$ cat src/rtl/alu_seq_if.sv
// rtl/alu_seq_if.sv - operand/result handshake bundle for alu_seq
interface alu_seq_if #(
    parameter int WIDTH = 8
);
    logic             in_valid;
    logic             in_ready;
    logic [3:0]       op;
    logic [WIDTH-1:0] a;
    logic [WIDTH-1:0] b;
    logic             out_valid;
    logic             out_ready;
    logic [WIDTH-1:0] result;
    logic             cy;
    logic             zero;
    logic             err;

    modport master (
        output in_valid, op, a, b, out_ready,
        input  in_ready, out_valid, result, cy, zero, err
    );

    modport slave (
        input  in_valid, op, a, b, out_ready,
        output in_ready, out_valid, result, cy, zero, err
    );
endinterface

$ cat src/rtl/alu_seq.sv
// rtl/alu_seq.sv - handshaked sequential ALU with bit-serial shifts
// ALU_SEQ_MUL_EN adds opcode 1010 as a shift-add multiplier; otherwise 1010 is illegal.
module alu_seq #(
    parameter int WIDTH = 8
) (
    input  logic       clk,
    input  logic       rst_n,
    alu_seq_if.slave   bus
);
    localparam int SHW = $clog2(WIDTH);
    localparam int CW  = $clog2(WIDTH + 1);

    typedef enum logic [1:0] {S_IDLE, S_BUSY, S_DONE} state_t;
    typedef enum logic [1:0] {K_SHL, K_SHR, K_MUL} kind_t;

    state_t           state, state_nx;
    kind_t            kind, kind_nx;
    logic [WIDTH-1:0] acc, acc_nx;
    logic [CW-1:0]    cnt, cnt_nx;
    logic             cy_r, cy_nx;
    logic             zero_r, zero_nx;
    logic             err_r, err_nx;
    logic [WIDTH:0]   sum;
`ifdef ALU_SEQ_MUL_EN
    // hi:acc holds the running product; acc starts as the multiplier and shifts out LSB-first
    logic [WIDTH-1:0] hi, hi_nx;
    logic [WIDTH-1:0] mcand, mcand_nx;
    logic [WIDTH:0]   hsum;
`endif

    always_ff @(posedge clk or negedge rst_n) begin
        if (!rst_n) begin
            state  <= S_IDLE;
            kind   <= K_SHL;
            acc    <= '0;
            cnt    <= '0;
            cy_r   <= 1'b0;
            zero_r <= 1'b0;
            err_r  <= 1'b0;
`ifdef ALU_SEQ_MUL_EN
            hi     <= '0;
            mcand  <= '0;
`endif
        end else begin
            state  <= state_nx;
            kind   <= kind_nx;
            acc    <= acc_nx;
            cnt    <= cnt_nx;
            cy_r   <= cy_nx;
            zero_r <= zero_nx;
            err_r  <= err_nx;
`ifdef ALU_SEQ_MUL_EN
            hi     <= hi_nx;
            mcand  <= mcand_nx;
`endif
        end
    end

    always_comb begin
        state_nx = state;
        kind_nx  = kind;
        acc_nx   = acc;
        cnt_nx   = cnt;
        cy_nx    = cy_r;
        zero_nx  = zero_r;
        err_nx   = err_r;
        sum      = '0;
`ifdef ALU_SEQ_MUL_EN
        hi_nx    = hi;
        mcand_nx = mcand;
        hsum     = '0;
`endif
        case (state)
            S_IDLE: begin
                if (bus.in_valid) begin
                    state_nx = S_DONE;
                    cy_nx    = 1'b0;
                    err_nx   = 1'b0;
                    case (bus.op)
                        4'h0: begin
                            sum    = {1'b0, bus.a} + {1'b0, bus.b};
                            acc_nx = sum[WIDTH-1:0];
                            cy_nx  = sum[WIDTH];
                        end
                        4'h1: begin
                            sum    = {1'b0, bus.a} + (WIDTH+1)'(1);
                            acc_nx = sum[WIDTH-1:0];
                            cy_nx  = sum[WIDTH];
                        end
                        4'h2: begin
                            acc_nx = bus.a - bus.b;
                            cy_nx  = (bus.a < bus.b);
                        end
                        4'h3: begin
                            acc_nx = bus.a - WIDTH'(1);
                            cy_nx  = (bus.a == '0);
                        end
                        4'h4: begin
                            acc_nx = {bus.a[WIDTH-2:0], 1'b0};
                            cy_nx  = bus.a[WIDTH-1];
                        end
                        4'h5: begin
                            acc_nx = {1'b0, bus.a[WIDTH-1:1]};
                            cy_nx  = bus.a[0];
                        end
                        4'h6: acc_nx = ~(bus.a & bus.b);
                        4'h7: acc_nx = (bus.a > bus.b) ? WIDTH'(1) : '0;
                        4'h8, 4'h9: begin
                            acc_nx  = bus.a;
                            kind_nx = bus.op[0] ? K_SHR : K_SHL;
                            cnt_nx  = CW'(bus.b[SHW-1:0]);
                            if (bus.b[SHW-1:0] != '0)
                                state_nx = S_BUSY;
                        end
`ifdef ALU_SEQ_MUL_EN
                        4'hA: begin
                            acc_nx   = bus.b;
                            hi_nx    = '0;
                            mcand_nx = bus.a;
                            kind_nx  = K_MUL;
                            cnt_nx   = CW'(WIDTH);
                            state_nx = S_BUSY;
                        end
`endif
                        default: begin
                            acc_nx = '0;
                            err_nx = 1'b1;
                        end
                    endcase
                    zero_nx = (acc_nx == '0);
                end
            end
            S_BUSY: begin
                cnt_nx = cnt - CW'(1);
                case (kind)
                    K_SHL: begin
                        cy_nx  = acc[WIDTH-1];
                        acc_nx = {acc[WIDTH-2:0], 1'b0};
                    end
                    K_SHR: begin
                        cy_nx  = acc[0];
                        acc_nx = {1'b0, acc[WIDTH-1:1]};
                    end
`ifdef ALU_SEQ_MUL_EN
                    K_MUL: begin
                        hsum            = {1'b0, hi} + (acc[0] ? {1'b0, mcand} : '0);
                        {hi_nx, acc_nx} = {hsum, acc[WIDTH-1:1]};
                        cy_nx           = |hi_nx;
                    end
`endif
                    default: ;
                endcase
                if (cnt == CW'(1)) begin
                    state_nx = S_DONE;
                    zero_nx  = (acc_nx == '0);
                end
            end
            S_DONE: begin
                if (bus.out_ready)
                    state_nx = S_IDLE;
            end
            default: state_nx = S_IDLE;
        endcase
    end

    assign bus.in_ready  = (state == S_IDLE);
    assign bus.out_valid = (state == S_DONE);
    assign bus.result    = acc;
    assign bus.cy        = cy_r;
    assign bus.zero      = zero_r;
    assign bus.err       = err_r;
endmodule
$ cat src/flat_wrapper.sv
// flat-port wrapper written by rule: the top's interface ports become plain ports
module alu_seq_flat 
#(
    parameter int WIDTH = 8
)
  (clk, rst_n, bus_in_valid, bus_op, bus_a, bus_b, bus_out_ready, bus_in_ready, bus_out_valid, bus_result, bus_cy, bus_zero, bus_err);
  alu_seq_if #(.WIDTH(WIDTH)) bus_i ();
  input  logic clk;
  input  logic rst_n;
  input wire logic [$bits(bus_i.in_valid)-1:0] bus_in_valid;
  input wire logic [$bits(bus_i.op)-1:0] bus_op;
  input wire logic [$bits(bus_i.a)-1:0] bus_a;
  input wire logic [$bits(bus_i.b)-1:0] bus_b;
  input wire logic [$bits(bus_i.out_ready)-1:0] bus_out_ready;
  output wire logic [$bits(bus_i.in_ready)-1:0] bus_in_ready;
  output wire logic [$bits(bus_i.out_valid)-1:0] bus_out_valid;
  output wire logic [$bits(bus_i.result)-1:0] bus_result;
  output wire logic [$bits(bus_i.cy)-1:0] bus_cy;
  output wire logic [$bits(bus_i.zero)-1:0] bus_zero;
  output wire logic [$bits(bus_i.err)-1:0] bus_err;
  assign bus_i.in_valid = bus_in_valid;
  assign bus_i.op = bus_op;
  assign bus_i.a = bus_a;
  assign bus_i.b = bus_b;
  assign bus_i.out_ready = bus_out_ready;
  assign bus_in_ready = bus_i.in_ready;
  assign bus_out_valid = bus_i.out_valid;
  assign bus_result = bus_i.result;
  assign bus_cy = bus_i.cy;
  assign bus_zero = bus_i.zero;
  assign bus_err = bus_i.err;
  alu_seq #(.WIDTH(WIDTH)) u_core (.clk(clk), .rst_n(rst_n), .bus(bus_i));
endmodule
$ cat config.mk
export PLATFORM = sky130hd
export DESIGN_NAME = alu_seq_flat
export DESIGN_NICKNAME = d
export VERILOG_FILES = /design/src/rtl/alu_seq_if.sv /design/src/rtl/alu_seq.sv /design/src/flat_wrapper.sv
export SDC_FILE = /design/constraint.sdc
export NUM_CORES = 1
export LEC_CHECK = 0
export ABC_AREA = 1
export BUFFER_PORTS_ARGS = -buffer_cell sky130_fd_sc_hd__buf_4
export CORE_ASPECT_RATIO = 1.75
export CORE_MARGIN = 2
export CORE_UTILIZATION = 53
export CTS_CLUSTER_DIAMETER = 30
export DETAILED_ROUTE_END_ITERATION = 7
export GPL_TIMING_DRIVEN = 0
export PLACE_DENSITY = 0.78
export SYNTH_ARGS = -nofsm -noshare
export SYNTH_HDL_FRONTEND = slang
export SYNTH_SLANG_ARGS = --single-unit
$ cat constraint.sdc
create_clock -name clk -period 1.5 [get_ports clk]
set_input_delay 0.15 -clock clk [delete_from_list [all_inputs] [get_ports clk]]
set_output_delay 0.15 -clock clk [all_outputs]
set_load 0.1 [all_outputs]
* After elaboration in Yosys (flattened, before gate mapping)
Index checks and enable logic that the tools add are counted.
** Operators by class
- Reductions and logical operators :: 17
- Equality and inequality tests :: 18
- Bitwise operators :: 2
- Multiplexer cells :: 26
- Add/subtract/negate cells :: 5
- Order comparisons :: 2
** Operator list (count)
- 8-bit one-hot mux with 9 select lines :: 1
- 8-bit 2-to-1 mux :: 4
- 8-bit one-hot mux with 2 select lines :: 2
- 8-bit zero test :: 3
- 4-bit by 3-bit equality test with 1-bit output (second input constant) :: 4
- 3-bit AND reduction :: 5
- 2-bit 2-to-1 mux :: 5
- 10-bit OR reduction :: 1
- 8-bit by 1-bit adder with 9-bit output (second input constant) :: 1
- 8-bit by 8-bit adder with 9-bit output :: 1
- 8-bit AND :: 1
- 4-bit by 1-bit equality test with 1-bit output (second input constant) :: 2
- 4-bit by 2-bit equality test with 1-bit output (second input constant) :: 2
- 4-bit equality test (second input constant) :: 2
- 8-bit > comparator :: 1
- 8-bit less-than comparator :: 1
- 4-bit 2-to-1 mux :: 2
- 8-bit inverter :: 1
- 4-bit one-hot mux with 2 select lines :: 1
- 8-bit by 1-bit subtractor with 8-bit output (second input constant) :: 1
- 8-bit subtractor :: 1
- 1-bit 2-to-1 mux :: 6
- 1-bit one-hot mux with 2 select lines :: 3
- 1-bit one-hot mux with 6 select lines :: 1
- other kinds (13) :: 18
** Word-level totals
- Logic and storage cells :: 77
- Output and inout port bits :: 13
- Register bits :: 19
- Input port bits :: 24

* Longest topological paths before layout
Gate-level depths: netlist of run 1.
- Word-level depth :: 8
- Mapped depth :: 16
- Mapped depth without buffers :: 15

* Worst setup path before layout of run 1
Ideal clock, no wire load.
- Path kind :: register to register
- Start point :: register u_core.state[1]
- End point :: register u_core.cy_r, in the netlist u_core.bus.cy
- Slack :: -1230 ps
- Arrival :: 2652 ps
- Library setup time :: 78 ps
- Required time :: 1422 ps
- Cell stages (with the launch flop) :: 8
- Period minus slack after synthesis :: 2730 ps
- Path buffers :: 0
- Path through :: dfrtp_1 -> nor2_1 -> nand2_2 -> inv_1 -> nor2_2 -> inv_2 -> or2_2 -> a21boi_1
** Between the ends
- Word-level cells in the longest chain between the ends :: 3
- Elaborated cells between the ends (all ways) :: 7
- Classes of those cells :: 3 x eq/ne; 1 x mux; 3 x reduce/logical
** Ends and longest elaborated chain
- start: declaration :: line alu_seq.sv:16 : state_t state, state_nx;
- start signal: assignment :: line alu_seq.sv:45 : state <= state_nx;
- 2-bit zero test *
- via bus_in_ready :: line flat_wrapper.sv:15 : output wire logic [$bits(bus_i.in_ready)-1:0] bus_in_ready;
- 2-bit != test (no line) / 2-bit nonzero test (equally long branches)
- 3-bit AND reduction (no line)
- end signal: assignment :: line alu_seq.sv:49 : cy_r <= cy_nx;
- end: declaration :: line alu_seq.sv:20 : logic cy_r, cy_nx;
The timed path passes the listed nets; every way through them passes the cells marked *.
A chain may end at the register's enable or synchronous reset.

* Final worst setup path of run 1
- Start point :: input bus_a[0]
- End point :: register u_core.zero_r, in the netlist u_core.bus.zero
** Between the ends
- Word-level cells in the longest chain between the ends :: 8
- Elaborated cells between the ends (all ways) :: 14
- Classes of those cells :: 4 x add/sub; 1 x order compare; 6 x mux; 2 x bitwise; 1 x reduce/logical
** Ends and longest elaborated chain
- start: declaration :: line flat_wrapper.sv:12 : input wire logic [$bits(bus_i.a)-1:0] bus_a;
- 8-bit > comparator / 8-bit AND (equally long branches) :: line alu_seq.sv:107, alu_seq.sv:106
- 1-bit 2-to-1 mux / 8-bit inverter (equally long branches) :: line alu_seq.sv:107, alu_seq.sv:106
- 8-bit one-hot mux with 9 select lines * :: line alu_seq.sv:79 : case (bus.op)
- 8-bit 2-to-1 mux * :: line alu_seq.sv:75 : if (bus.in_valid) begin
- 8-bit 2-to-1 mux * :: line alu_seq.sv:73 : case (state)
- 8-bit zero test * :: line alu_seq.sv:130 : zero_nx = (acc_nx == '0);
- 1-bit 2-to-1 mux * :: line alu_seq.sv:75
- 1-bit one-hot mux with 2 select lines * :: line alu_seq.sv:73
- end signal: assignment :: line alu_seq.sv:50 : zero_r <= zero_nx;
- end: declaration :: line alu_seq.sv:21 : logic zero_r, zero_nx;
Every way passes the cells marked *; elsewhere a longest branch is shown, timed or not. The select of a mux whose other input is x is not followed.

==> results of run 1 <==
-- where the power goes --
group	leakage [nW]	switching (W)	internal (W)
sequential	0.217	0.000185	0.000719
clock	0.0288	0.000172	0.000234
combinational	1.49	0.00239	0.000940
-- Yosys cell counts, types with 2 or more instances --
cell type | number | share of area [%]
sky130_fd_sc_hd__nor2_1 | 54 | 7.7
sky130_fd_sc_hd__ha_1 | 21 | 10
sky130_fd_sc_hd__nand2_1 | 134 | 19
sky130_fd_sc_hd__fa_1 | 2 | 1.5
sky130_fd_sc_hd__nand2_2 | 3 | 0.72
sky130_fd_sc_hd__or2_2 | 2 | 0.48
sky130_fd_sc_hd__buf_2 | 3 | 0.57
sky130_fd_sc_hd__o221ai_1 | 4 | 1.3
sky130_fd_sc_hd__o211ai_1 | 5 | 1.4
sky130_fd_sc_hd__nor3_2 | 2 | 0.77
sky130_fd_sc_hd__dfrtp_1 | 18 | 17
sky130_fd_sc_hd__nand4_1 | 7 | 1.7
sky130_fd_sc_hd__nor3_1 | 8 | 1.5
sky130_fd_sc_hd__inv_2 | 5 | 0.72
sky130_fd_sc_hd__buf_4 | 4 | 1.1
sky130_fd_sc_hd__o22ai_1 | 3 | 0.72
sky130_fd_sc_hd__a21oi_1 | 19 | 3.6
sky130_fd_sc_hd__clkbuf_1 | 2 | 0.29
sky130_fd_sc_hd__o31ai_1 | 2 | 0.57
sky130_fd_sc_hd__nand3b_1 | 2 | 0.57
sky130_fd_sc_hd__inv_1 | 58 | 8.3
sky130_fd_sc_hd__nand3_1 | 58 | 11
sky130_fd_sc_hd__o21ai_0 | 23 | 4.4
sky130_fd_sc_hd__nor2_2 | 6 | 1.4
-- metrics by stage --
stage	hold WS [ps]	setup WS, ps
CTS	206.8	-124.4
global placement	27.35	-573.0
floorplan	-145.6	-195.0
finish	202.2	-173.8
global route	225.7	-248.2
detailed placement	29.92	-581.7
-- cells by family (layout without fill, tap and decap cells) --
family	count (synthesis)	count (layout)
and+or+nand+nor	278	278
buffers and inverters	73	127
AOI/OAI and AO/OA	60	60
adders and majority gates	23	23
DFF	18	18
xor gates and xnor gates	2	2
-- worst register-to-register path, delay by kind of cell, from the launching register on --
kind / cells / cell delay, ps
AO/OA/AOI/OAI: 3 / 450
buffers and inverters: 3 / 390
flip-flops: 1 / 460
AND/OR/NAND/NOR: 1 / 220
-- cell type report --
class | count | area share (%)
repair buffers | 52 | 12.05
well taps | 52 | 1.843
flip-flops and latches | 18 | 13.04
inverters | 63 | 7.406
clock buffers | 4 | 1.559
plain buffers | 8 | 1.665
multi-input cells | 363 | 62.44
-- cell usage in the layout, fill, tap and decap left out, types with 4 or more instances in the layout --
cell	n
sky130_fd_sc_hd__inv_2	9
sky130_fd_sc_hd__dfrtp_1	10
sky130_fd_sc_hd__nand3_1	46
sky130_fd_sc_hd__nor3_1	5
sky130_fd_sc_hd__ha_4	7
sky130_fd_sc_hd__nor2_1	42
sky130_fd_sc_hd__nor2_2	11
sky130_fd_sc_hd__o21ai_0	21
sky130_fd_sc_hd__clkbuf_8	4
sky130_fd_sc_hd__nand3_2	9
sky130_fd_sc_hd__buf_6	4
sky130_fd_sc_hd__a21oi_1	17
sky130_fd_sc_hd__inv_1	46
sky130_fd_sc_hd__buf_4	49
sky130_fd_sc_hd__ha_1	13
sky130_fd_sc_hd__nor3_2	4
sky130_fd_sc_hd__dfrtp_2	8
sky130_fd_sc_hd__o211ai_1	5
sky130_fd_sc_hd__nand2_1	123
sky130_fd_sc_hd__nand2_2	11
sky130_fd_sc_hd__inv_4	5
sky130_fd_sc_hd__nor2_4	7
sky130_fd_sc_hd__nand4_1	7
-- registers in the layout (all words and copies together), names as in the netlist --
| register | cells |
|---|---|
| u_core.kind | 1 |
| u_core.bus.cy | 1 |
| u_core.bus.result | 8 |
| u_core.bus.err | 1 |
| u_core.state | 2 |
| u_core.cnt | 4 |
| u_core.bus.zero | 1 |
-- repair_timing --
action / 4_1_cts / 5_1_grt
hold buffers: 1 / 0
setup endpoints to repair: 14 / 13
endpoints found under the hold margin: 18 / 0
pin swaps: 21 / 34
buffers inserted: 11 / 6
resized for setup: 53 / 38
-- final timing paths --
kind                       depth (start not counted)  slack, ps                    to
max                                               14       -170       u_core.bus.zero
min                                                3        200        u_core.bus.err
max reg2reg                                        7       -120         u_core.cnt[1]
min reg2reg                                        2        490        u_core.bus.err
max in group asynchronous                          2       1000  u_core.bus.result[6]
min in group asynchronous                          2        290         u_core.cnt[3]
-- routing by layer --
layer | track usage (%) | share of wire (%) | up-vias
met4 | 21.29 | 6.5 | 0
met1 | 31.10 | 36 | 1465
met3 | 2.005 | 3.5 | 44
li1 | - | - | 1590
met5 | 0 | 0 | -
met2 | 57.12 | 54 | 116
==> flow_metrics.tcl, run 1 <==
set metrics [dict create \
    crit_family "simple AND/OR/NAND/NOR gates" \
    critical_path.endpoint_type "flip-flop" \
    drt_iter0_markers 191 \
    post_route_cell_area_um2 3531 \
    outcome "complete, but fails checks" \
    drt_wl_total_mm 8.844 \
    tritoncts "yes" \
    die-height_um 96.95 \
    final_max_slew_viol_count 0 \
    yosys_register_bits 18 \
    postSynthNetCount 501 \
    detail_route.drc_violations 0 \
    multi_input_combinational_cell_area_um2 2205 \
    number_of_port_buffers 35 \
    adder_and_majority_cell_fraction_of_the_synthesized_area_pct 11.57 \
    setup_viol 6 \
    globalplace.congestion 0.9681 \
    critPathKind "input port to flip-flop" \
    antennaDiodeCount 0 \
    synth-edff-count 0 \
    hold_path_start "bus_op[3]" \
    clk_latency_ps 260 \
    fraction_of_synthesized_area_in_multiplexers_pct 0 \
    detail-route-antenna-nets 0 \
    synthSimpleGateAreaFrac_pct 45.72 \
    rsz_0062_raised_after_global_routing "yes" \
    fin_crit_sh_pct 111.6 \
    syn_avg_cell_area_um2 5.763 \
    clk_pin_slew_ps 70 \
    place_area_um2 2999 \
    max-slew-margin-rel_pct 69.12 \
    grt_start_max_net_pins 19 \
    powerDensity_nw_per_um2 1314 \
    die-width_um 57.11 \
    grt_pass1_vias 3068 \
    final_min_period_ps 1674 \
    timing.critical_path.mode_cell "sky130_fd_sc_hd__nor2_1" \
    crit_path_top_delay_cell "sky130_fd_sc_hd__fa_2" \
    grt_antenna_before_repair 0 \
    ys_async_sr_fraction_pct 100.0 \
    drt_first_pass_iters 5 \
    grtUsageTotal_pct 30.87 \
    floorplan.core_area_um2 4707 \
    number_of_hold_violations_in_the_final_report 0 \
    timing.critical_path.fanout_max 3 \
    max_cap_viol_count 0 \
    area_delta_synth_final_pct 34.96 \
    dominant_combinational_cell_family_by_area_after_synthesis "simple AND/OR/NAND/NOR gates" \
    crit_arrival_ps 1860 \
    worst_setup_path_start_kind "input port" \
    detailed_placer_s_ending_hpwl_mm 6.601 \
    post-route-util_pct 75.01 \
    slew_worst_pin_ps 460.4 \
    fraction_of_final_layout_cells_with_drive_strength_greater_than_1_pct 30.31 \
    critPathBufInv 3 \
    finalWorstSetupSlack_ps -173.8 \
    routed-via-count 3215 \
    cts_root_buffer "sky130_fd_sc_hd__clkbuf_8" \
    layout.nets 556 \
    irDropWorstVdd_mv 1.435 \
    routedWlPerCell_um 15.79 \
    reg2reg_from "u_core.state[0]" \
    grt_overflow 0 \
    initial_core_util_pct 55.58 \
    fp.dieArea_um2 5537 \
    path_cells "buf_12, clkinvlp_4, ha_4, inv_4, fa_2, nand3_2, nand2_4, xor2_1, nor2_1, nor2_2, nand2_1, nor2_1, nand3_1, a21oi_1" \
    dp_cells 541 \
    worst_hold_path_type "input port to flip-flop" \
    synthesis.area_um2 2616 \
    rows 33 \
    timing.setup.tns_ps -507.7 \
    fmax_mhz 597.4 \
    tritoncts_num_sinks 18 \
    cp_slowest_stage_delay_ps 350 \
    yosys.area_share.xor_xnor_pct 0.6695 \
    clockBufferDepth 2 \
    synth_area_in_compound_gates_pct 13.34 \
    synth-seq-area-share_pct 17.22 \
    clock_skews_ps 1.332 \
    tritoncts.num_buffers 3 \
    nFillCells 394 \
    avgViaCountPerCell 5.741 \
    yosysWarningCount 0 \
    worst_ep_required_time_ps 1690 \
    num_io_pins 37 \
    violations "negative setup slack" \
    post_layout_nonfiller_instances 560 \
    post_layout_total_power_w 0.004638 \
    postSynth.topFlopCell "sky130_fd_sc_hd__dfrtp_1" \
    power.leakage_nw 1.739 \
    final-seq-area_um2 460.4 \
    startpoint "bus_a[0]" \
    syn-instance-count 454 \
    cts_htree_levels 1 \
    synth_cell_types 33 \
    grt_first_pass_wirelength_mm 13.57 \
]
No activity file was read; power rests on OpenSTA's default activity.
==> run 2: changes to the inputs <==
==> constraint.sdc (replaced) <==
create_clock -name clk -period 1.45 [get_ports clk]
set_input_delay 0.29 -clock clk [delete_from_list [all_inputs] [get_ports clk]]
set_output_delay 0.29 -clock clk [all_outputs]
set_load 0.1 [all_outputs]
==> run 2 against run 1 <==
  * The run still ends with negative setup slack left
  * Die area did not move
  * Largest cell class unchanged
  * Critical endpoint unchanged
  * Wire length rose by 13%
  * Largest power group unchanged
  * Worst setup slack got worse by 320 ps
  * Final cell count rose by 1.4%
==> flow_metrics.tcl, run 2 (synthesized netlist as in run 1, its figures left out) <==
set metrics [dict create \
    outcome "complete, but fails checks" \
    violations "negative setup slack" \
    detailed_placer_s_ending_hpwl_mm 6.585 \
    setup_viol 15 \
    initial_core_util_pct 55.58 \
    die-height_um 96.95 \
    post_layout_total_power_w 0.005187 \
    number_of_hold_violations_in_the_final_report 0 \
    tritoncts_num_sinks 18 \
    path_cells "buf_12, clkinvlp_4, ha_4, inv_2, fa_2, nand3_2, nand2_4, xor2_1, nor2_1, nor2_2, nand2_1, nor2_1, nand3_1, a21oi_2" \
    cts_htree_levels 1 \
    slew_worst_pin_ps 504.1 \
    worst_setup_path_start_kind "input port" \
    detail_route.drc_violations 0 \
    num_io_pins 37 \
    grt_start_max_net_pins 19 \
    worst_ep_required_time_ps 1640 \
    globalplace.congestion 0.9463 \
    fp.dieArea_um2 5537 \
    tritoncts "yes" \
    final_min_period_ps 1941 \
    cp_slowest_stage_delay_ps 380 \
    avgViaCountPerCell 6.155 \
    crit_family "simple AND/OR/NAND/NOR gates" \
    rows 33 \
    critPathKind "input port to flip-flop" \
    clk_latency_ps 260 \
    timing.critical_path.mode_cell "sky130_fd_sc_hd__nor2_1" \
    drt_first_pass_iters 7 \
    number_of_port_buffers 35 \
    power.leakage_nw 1.817 \
    detail-route-antenna-nets 0 \
    cts_root_buffer "sky130_fd_sc_hd__clkbuf_8" \
    drt_wl_total_mm 9.973 \
    post_layout_nonfiller_instances 568 \
    timing.critical_path.fanout_max 3 \
    commonest_non_fill_non_tap_cell_in_the_layout "sky130_fd_sc_hd__nand2_1" \
    floorplan.core_area_um2 4707 \
    grt_overflow 0 \
    drt_iter0_markers 257 \
    clockBufferDepth 2 \
    crit_arrival_ps 2130 \
    grt_first_pass_wirelength_mm 13.97 \
    fin_crit_sh_pct 133.9 \
    critPathBufInv 3 \
    routedWlPerCell_um 17.56 \
    antennaDiodeCount 0 \
    die-width_um 57.11 \
    tritoncts.num_buffers 3 \
    layout.nets 565 \
    fraction_of_final_layout_cells_with_drive_strength_greater_than_1_pct 32.36 \
    finalWorstSetupSlack_ps -491.1 \
    fmax_mhz 515.2 \
    rsz_0062_raised_after_global_routing "yes" \
    area_delta_synth_final_pct 41.32 \
    max_cap_viol_count 0 \
    clk_pin_slew_ps 70 \
    crit_path_top_delay_cell "sky130_fd_sc_hd__fa_2" \
    grt_antenna_before_repair 0 \
    final_max_slew_viol_count 0 \
    dp_cells 541 \
    most-common-layout-cells "sky130_fd_sc_hd__nand2_1 (125), sky130_fd_sc_hd__buf_4 (51), sky130_fd_sc_hd__inv_1 (47), sky130_fd_sc_hd__nand3_1 (44), sky130_fd_sc_hd__nor2_1 (39)" \
    grt_pass1_vias 3151 \
    clock_skews_ps 6.588 \
    grtUsageTotal_pct 31.21 \
    irDropWorstVdd_mv 1.977 \
    flip_flop_count_of_the_largest_register_all_copies_and_words_added 8 \
    max-slew-margin-rel_pct 66.19 \
    powerDensity_nw_per_um2 1403 \
    pre_cts_slack_ps -785.8 \
    critical_path.endpoint_type "flip-flop" \
    routed-via-count 3496 \
    worst_hold_path_type "input port to flip-flop" \
]
-- run 2: cell count changes in the layout (fill, tap and decap cells not counted), sizes merged --
| cell | change |
|---|---|
| buf | +10 |
| clkbuf | -2 |
-- run 2: timing repair --
action / in CTS / in global routing
hold endpoints to repair: 18 / 0
setup endpoints to repair: 16 / 17
hold buffers: 1 / 0
resized for setup: 56 / 55
pin swaps: 17 / 28
setup buffers: 9 / 15
-- run 2: final cells by class --
class	instances	area [um2]
timing repair buffer	60	543.0
inverter	63	264.0
clock buffer	3	41.29
multi-input combinational	363	2262
buffer	9	70.07
tap	52	65.06
fill	376	1010
sequential	18	451.7
-- run 2: power by group --
group          switching, W  internal, W  leakage, nW  total, W
logic               0.00267      0.00125         1.57   0.00392
registers          0.000194     0.000730        0.227  0.000925
clock network      0.000162     0.000185       0.0216  0.000347
total               0.00302      0.00217         1.82   0.00519
-- run 2: worst register-to-register path, delay by kind of cell, from the launching register on --
kind                   cells  cell delay [ps]
buffers and inverters      1              190
AND/OR/NAND/NOR            4              700
AO/OA/AOI/OAI              2              330
flip-flops                 1              400
-- run 2: per-layer routing --
layer  up-vias  track usage, %  wire length, um
li1       1605               -                -
met1      1609           30.18             3219
met2       209           60.48             5367
met3        73           2.005              612
met4         0           18.78              773
met5         -               0                0
-- run 2: per-stage QoR --
step	TNS (ps)	utilization [%]	hold slack (ps)	area, um2
global route	-3856	78.55	384.8	3697
CTS	-1565	70.79	353.6	3332
global placement	-7029	63.56	168.6	2992
floorplan	-2233	-	-5.591	2664
detailed placement	-7592	63.56	169.6	2992
finish	-2859	78.55	352.6	3697
-- run 2: path summary, 6_finish.rpt --
kind / cells after the start / from / slack, ps / to
worst max-delay path: 14 / bus_a[0] / -490 / u_core.bus.zero
worst min-delay path: 3 / bus_b[1] / 350 / u_core.cnt[1]
max in group asynchronous: 2 / rst_n / 790 / u_core.state[1]
worst min register to register: 2 / u_core.bus.err / 490 / u_core.bus.err
min in group asynchronous: 2 / rst_n / 440 / u_core.cnt[0]
worst max register to register: 7 / u_core.kind[0] / -230 / u_core.bus.zero
